[src/rtl/mem_arbiter.sv]
// Round-robin arbiter that lets two picorv32-style masters share one native memory port.
// Only one transaction is in flight at a time, and a watchdog completes a hung transaction with an error word.
module mem_arbiter #(
  parameter int unsigned TIMEOUT      = 1024,
  parameter logic [31:0] TIMEOUT_DATA = 32'hDEADBEEF
) (
  input  logic        clk,
  input  logic        rst,
  input  logic        m0_valid,
  input  logic        m0_instr,
  input  logic [31:0] m0_addr,
  input  logic [31:0] m0_wdata,
  input  logic [3:0]  m0_wstrb,
  output logic        m0_ready,
  output logic [31:0] m0_rdata,
  input  logic        m1_valid,
  input  logic        m1_instr,
  input  logic [31:0] m1_addr,
  input  logic [31:0] m1_wdata,
  input  logic [3:0]  m1_wstrb,
  output logic        m1_ready,
  output logic [31:0] m1_rdata,
  output logic        mem_valid,
  output logic        mem_instr,
  output logic [31:0] mem_addr,
  output logic [31:0] mem_wdata,
  output logic [3:0]  mem_wstrb,
  input  logic        mem_ready,
  input  logic [31:0] mem_rdata,
  output logic [1:0]  grant,
  output logic        timeout_err
);

  localparam int unsigned WDOG_W    = 16;
  localparam logic [WDOG_W-1:0] WDOG_LAST = WDOG_W'(TIMEOUT - 1);

  typedef enum logic [1:0] {
    IDLE = 2'd0,
    GNT0 = 2'd1,
    GNT1 = 2'd2
  } state_e;

  state_e              state_q, state_d;
  logic                last_q, last_d;
  logic [WDOG_W-1:0]   wdog_q, wdog_d;
  logic                terr_q, terr_d;

  logic                granted;
  logic                sel_m1;
  logic                own_valid;
  logic                own_instr;
  logic [31:0]         own_addr;
  logic [31:0]         own_wdata;
  logic [3:0]          own_wstrb;
  logic                expire;
  logic                own_ready;
  logic [31:0]         own_rdata;

  // State register.
  always_ff @(posedge clk) begin
    if (rst) begin
      state_q <= IDLE;
      last_q  <= 1'b1;
      wdog_q  <= '0;
      terr_q  <= 1'b0;
    end else begin
      state_q <= state_d;
      last_q  <= last_d;
      wdog_q  <= wdog_d;
      terr_q  <= terr_d;
    end
  end

  // Request lines of the current owner. expire only fires while the owner is still requesting.
  always_comb begin
    granted   = (state_q == GNT0) || (state_q == GNT1);
    sel_m1    = (state_q == GNT1);
    own_valid = sel_m1 ? m1_valid : m0_valid;
    own_instr = sel_m1 ? m1_instr : m0_instr;
    own_addr  = sel_m1 ? m1_addr  : m0_addr;
    own_wdata = sel_m1 ? m1_wdata : m0_wdata;
    own_wstrb = sel_m1 ? m1_wstrb : m0_wstrb;
    expire    = granted && own_valid && !mem_ready && (wdog_q == WDOG_LAST);
  end

  // Next-state logic. Within a grant state the priority is: slave ready, then dropped request, then watchdog expiry.
  always_comb begin
    state_d = state_q;
    last_d  = last_q;
    wdog_d  = wdog_q;
    terr_d  = terr_q;
    unique case (state_q)
      IDLE: begin
        wdog_d = '0;
        if (m0_valid && m1_valid) begin
          state_d = last_q ? GNT0 : GNT1;
        end else if (m0_valid) begin
          state_d = GNT0;
        end else if (m1_valid) begin
          state_d = GNT1;
        end
      end
      GNT0, GNT1: begin
        if (mem_ready) begin
          state_d = IDLE;
          last_d  = sel_m1;
          wdog_d  = '0;
        end else if (!own_valid) begin
          state_d = IDLE;
          wdog_d  = '0;
        end else if (expire) begin
          state_d = IDLE;
          last_d  = sel_m1;
          wdog_d  = '0;
          terr_d  = 1'b1;
        end else begin
          wdog_d = wdog_q + WDOG_W'(1);
        end
      end
      default: begin
        state_d = IDLE;
        wdog_d  = '0;
      end
    endcase
  end

  // Output logic. Slave-side signals and the master return path are zero unless a master is granted.
  always_comb begin
    grant     = 2'b00;
    mem_valid = 1'b0;
    mem_instr = 1'b0;
    mem_addr  = '0;
    mem_wdata = '0;
    mem_wstrb = '0;
    own_ready = 1'b0;
    own_rdata = '0;
    m0_ready  = 1'b0;
    m0_rdata  = '0;
    m1_ready  = 1'b0;
    m1_rdata  = '0;
    if (granted) begin
      grant     = sel_m1 ? 2'b10 : 2'b01;
      mem_valid = own_valid && !expire;
      mem_instr = own_instr;
      mem_addr  = own_addr;
      mem_wdata = own_wdata;
      mem_wstrb = own_wstrb;
      own_ready = mem_ready || expire;
      own_rdata = expire ? TIMEOUT_DATA : mem_rdata;
      if (sel_m1) begin
        m1_ready = own_ready;
        m1_rdata = own_rdata;
      end else begin
        m0_ready = own_ready;
        m0_rdata = own_rdata;
      end
    end
  end

  assign timeout_err = terr_q;

endmodule
[config.mk]
export PLATFORM = sky130hd
export DESIGN_NAME = mem_arbiter
export DESIGN_NICKNAME = d
export VERILOG_FILES = /design/src/rtl/mem_arbiter.sv
export SDC_FILE = /design/constraint.sdc
export NUM_CORES = 1
export LEC_CHECK = 0
export ABC_AREA = 1
export BUFFER_PORTS_ARGS = -buffer_cell sky130_fd_sc_hd__buf_2
export CAP_MARGIN = 25
export CORE_AREA = 5 5 120 122
export CTS_CLUSTER_SIZE = 25
export DETAILED_ROUTE_END_ITERATION = 7
export DIE_AREA = 0 0 125 127
export HOLD_SLACK_MARGIN = 0.06
export PLACE_DENSITY = 0.58
export SLEW_MARGIN = 25
export SYNTH_ARGS = -nofsm -noshare
export SYNTH_HDL_FRONTEND = slang
export SYNTH_SLANG_ARGS = --single-unit
[constraint.sdc]
create_clock -name clk -period 1.9 [get_ports clk]
set_input_delay 0 -clock clk [delete_from_list [all_inputs] [get_ports clk]]
set_output_delay 0 -clock clk [all_outputs]
set_load 0.02 [all_outputs]
* Word level (Yosys, flattened, before mapping)
Index checks and enable logic that the tools add are counted.
** Word-level totals
- Register bits :: 20
- Input bits :: 175
- Output and inout port bits :: 139
- Word-level logic and storage cells :: 62
** Operators by class
- Add/sub/neg operators :: 1
- Equal/unequal tests :: 5
- Muxes and demuxes :: 32
- Bitwise logic cells :: 3
- Reduce and logical (&&, ||, !) cells :: 17
** Operators with widths (number)
- $mux W32 :: 9
- $mux W2 :: 9
- $add A16 B1 Y16 const B :: 1
- $eq A16 B10 Y1 const B :: 1
- $mux W1 :: 11
- $mux W4 :: 2
- $ne A4 B4 Y1 const B :: 2
- $logic_and A1 B1 Y1 :: 5
- $reduce_or A5 Y1 :: 1
- $pmux W2 S2 :: 1
- $reduce_and A4 Y1 :: 1
- $reduce_bool A2 Y1 :: 2
- $not A1 Y1 :: 3
- $reduce_and A3 Y1 :: 1
- $eq A2 B1 Y1 const B :: 1
- $eq A2 B2 Y1 const B :: 1
- $logic_not A1 Y1 :: 2
- $logic_not A2 Y1 :: 1
- $logic_or A1 B1 Y1 :: 2
- $reduce_and A2 Y1 :: 1
- $reduce_or A2 Y1 :: 1

* Logic depth before layout (Yosys ltp)
- Depth in word-level cells :: 9
- Gate-level depth with buffers :: 10
- Depth with buffers taken out :: 10

* Worst setup path after synthesis
OpenSTA, ideal clock, no wires.
- Kind :: reg2out
- Start point :: register state_q[1]
- End point :: output port m0_rdata[10]
- Arrival :: 1.806 ns
- Required time :: 1.900 ns
- Path slack :: 0.094 ns
- Stages on the path, launching flop included :: 11
- Path buffers :: 2
- Cell sequence :: dfxtp_1 inv_1 ha_1 buf_4 nand3_2 a21oi_4 nand3_4 clkinv_2 buf_6 nor2_1 nor2_1
** On the way
- Word-level cells in the longest chain between the ends :: 8
- Elaborated cells on any way between the ends :: 10
- Classes of those cells :: eq/ne (2); mux (4); reduce/logical (4)
** RTL lines
- from (decl) :: line 43 : state_e state_q, state_d;
- from (signal assigned) :: line 67 : state_q <= state_d;
- $eq A2 B2 Y1 / $eq A2 B1 Y1 (equally long branches) :: line 76, 77
- $mux W1 / $logic_or A1 B1 Y1 (equally long branches) :: line 78, 76
- $logic_and A1 B1 Y1 (3 in series) :: line 83 : expire = granted && own_valid && !mem_ready && (wdog_q == WDOG_LAST);
- $mux W32 :: line 149 : own_rdata = expire ? TIMEOUT_DATA : mem_rdata;
- $mux W32 :: line 150 : if (sel_m1) begin
- $mux W32 * :: line 141 : if (granted) begin
- to (decl) :: line 15 : output logic [31:0] m0_rdata,
Every way passes the cells marked *; elsewhere a longest branch is shown, timed or not.

* Worst setup path after layout
- Start point :: register state_q[0]
- End point :: output port m0_rdata[2]
The elaborated chain is that of the path after synthesis.

==> impl_metrics.toml <==
[sta]
tightestPinTransition_ns = 0.368
timing.hold.ws_ns = 0.110
finalCritPeriodShare_pct = 103
skew_ns = 0.00546
final.setup.tns_ns = -0.0922
setup_viol = 7
max_freq_ghz = 0.513
rsz0062_at_grt = "true"
min_period_ns = 1.95
fin_ws_ns = -0.0506
hold_viol = 0
final_max_slew_viol_count = 0
slew_headroom_pct = 75.3

[drt]
vias = 4300
wl_mm = 15.0
drtPass1Iterations = 4
routed_via_density = 4.32
drt.antenna.violating_nets = 0
post-route-drc-count = 0
first_iter_violations = 269
wl_per_cell_um = 15.1

[die]
die_w_um = 125
initial_core_util_pct = 18.9
coreArea_sq_mm = 0.0131
die-area_sq_mm = 0.0159
io_pins = 314
die_y_um = 127
rows = 42

[cells_and_area]
syn2layout_area_growth_pct = 97.3
stdcell_count = 995
layout.area.seq_sq_um = 403
layout-drive-gt1-share_pct = 46.4
multi_input_area_sq_mm = 0.00192
n_antenna_cell = 0
nNetsFinal = 1000
nFillCells = 1486

[power]
p_int_mw = 2.14
p_leak_nw = 2.89
p_sw_mw = 2.39
clock_power_share_pct = 12.8
ir_drop_mv = 0.471
power_frac_comb_pct = 77.2
switching_share_pct = 52.8
power.density_mw_per_mm2 = 925
p_seq_share_pct = 10.0

[logic_synthesis]
synth_cell_types = 28
yosys-top-cells-area = "nand2_1 (28%), nor2_1 (17%), dfxtp_1 (16%)"
yosysTopAreaCell = "nand2_1"
avgSynthCellArea_sq_um = 4.98
synthCells = 498
synth.ff_latch_count = 20
yosysSeqAreaShare_pct = 16.2
yosysWarnings = 0
yosysTopAreaCellShare_pct = 27.9
synth_nets = 678
syn_area_sq_mm = 0.00248

[critical_path]
critPathMaxFanout = 8
crit_path_max_incr_delay_ns = 0.35
critPathMostFrequentCell = "nand3_4"
arrival_ns = 1.95
cp_slowest_cell = "dfxtp_2"
cp-start-kind = "flop"
critPathKind = "reg -> out"
crit_chain = "inv_4 > ha_4 > nand3_4 > a21oi_4 > nand3_4 > inv_8 > buf_12 > nor2_2 > nor2_1 > buf_4"
end_kind = "output port"
critPathRequiredTime_ns = 1.90
ff2ff_setup_slack_ns = 0.17

[grt]
antenna_found_initial = 1
grt_pass1_wl_mm = 21.7
grtUsageTotal_pct = 16.3
grt_pass1_vias = 4190
grt_max_degree = 54
grt_overflow = 0

[run]
max_cap_viol_count = 0

[clocking]
clockBufferDepth = 2
cts_buffers = 3
htreeDepth = 1
clock_latency_ns = 0.25
cts_tree = "done"
clk_pin_slew_ns = 0.06
clockRootBuffer = "clkbuf_16"
numClockSinks = 20

[run_status]
violations = "negative setup slack"
status = "complete, but fails checks"

[place]
io_buffers = 313
dp_hpwl_mm = 11.6
dp.cells = 973
place_congestion = 0.916

[hold_path]
hold_class = "in -> reg"
[area by class of cell]
type	count	area share, %
clock buffer	3	1.54
clock inverter	1	0.614
inverter	26	2.41
multi-input combinational	421	39.3
sequential	20	8.24
tap	176	4.50
timing repair buffer	348	43.4
[placed cells by master (no fill, tap or decap), types with 2 or more instances in the layout]
cell         n
buf_2      263
nand2_1    182
nor2_1     106
nand3_1     79
buf_4       70
inv_1       20
dfxtp_1     18
a21oi_1     10
nor2_2       8
nor3_1       7
clkbuf_16    7
nand4_1      4
buf_12       4
inv_4        3
nand3_4      3
nor2_4       3
ha_1         3
buf_6        3
nand2_2      2
nor3b_1      2
xnor2_1      2
ha_4         2
dfxtp_2      2
[logic make-up after synthesis]
group / after synthesis / synth area share (%)
compound gates: 13 / 3.18
xor+xnor: 3 / 1.06
fa+ha+maj: 5 / 2.52
buf+inv: 57 / 9.59
flops: 20 / 16.2
simple gates: 400 / 67.5
[registers in the layout (all words and copies together) (netlist names)]
signal / cells
last_q: 1
state_q: 2
timeout_err: 1
wdog_q: 16
[per-stage QoR]
| stage | total power [mW] | utilization, % | setup WS (ns) | instance area [sq um] |
|---|---|---|---|---|
| floorplan | 2.37 | - | 0.0940 | 2480 |
| global placement | 3.61 | 32.8 | 0.0705 | 4290 |
| detailed placement | 3.61 | 32.8 | 0.00665 | 4290 |
| CTS | 4.35 | 34.9 | -0.0197 | 4570 |
| global route | 4.84 | 37.4 | -0.170 | 4890 |
| finish | 4.52 | 37.4 | -0.0506 | 4890 |
[timing repair]
action                                 in CTS  in global routing
setup buffers                               8                  4
gates cloned                                1                  4
pin swaps                                   2                  8
setup endpoints to repair                  88                119
hold buffers                                1                  0
gates resized for setup                    21                 67
endpoints found under the hold margin       4                  0
[synth_stat cells]
cell type,instances
nand2_1,184
nor2_1,115
nand3_1,80
clkbuf_1,26
inv_1,22
dfxtp_1,20
a21oi_1,10
nor3_1,7
ha_1,5
nand4_1,4
inv_2,3
buf_4,2
buf_6,2
nand3_2,2
nor3b_1,2
xnor2_1,2
a21boi_0,1
a21oi_4,1
buf_1,1
clkinv_2,1
nand3_4,1
nand3b_1,1
nor2_2,1
nor2_4,1
nor4_1,1
o21ai_0,1
or2_2,1
xor2_1,1
[per-layer routing]
metal	vias up	wire length, um	global-route usage (%)
li1	2208	-	-
met1	1831	5750	18.5
met2	237	7450	30.4
met3	22	1480	4.42
met4	2	344	4.08
met5	-	13	0
[power by group through the flow]
stage / clock network [mW] / logic, mW / registers, mW
after global placement: 0 / 3.16 / 0.453
after floorplan: 0 / 1.92 / 0.453
after CTS: 0.589 / 3.32 / 0.449
final: 0.578 / 3.49 / 0.452
after global routing: 0.611 / 3.77 / 0.454
after detailed placement: 0 / 3.15 / 0.454
[final timing paths]
path	start	depth (start not counted)	endpoint
setup / recovery	state_q[0]	10	m0_rdata[2]
hold / removal	mem_ready	4	last_q
setup reg to reg	state_q[0]	9	wdog_q[10]
hold reg to reg	wdog_q[0]	1	wdog_q[0]
[critical path: cells and delay by family (launching register included)]
kind                     cells  cell delay, ns
buffers and inverters        4            0.45
AND/OR/NAND/NOR              4            0.38
flip-flops                   1            0.35
adder cells (fa/ha/maj)      1            0.31
AO/OA/AOI/OAI                1            0.18
(Power assumes the default switching activity.)
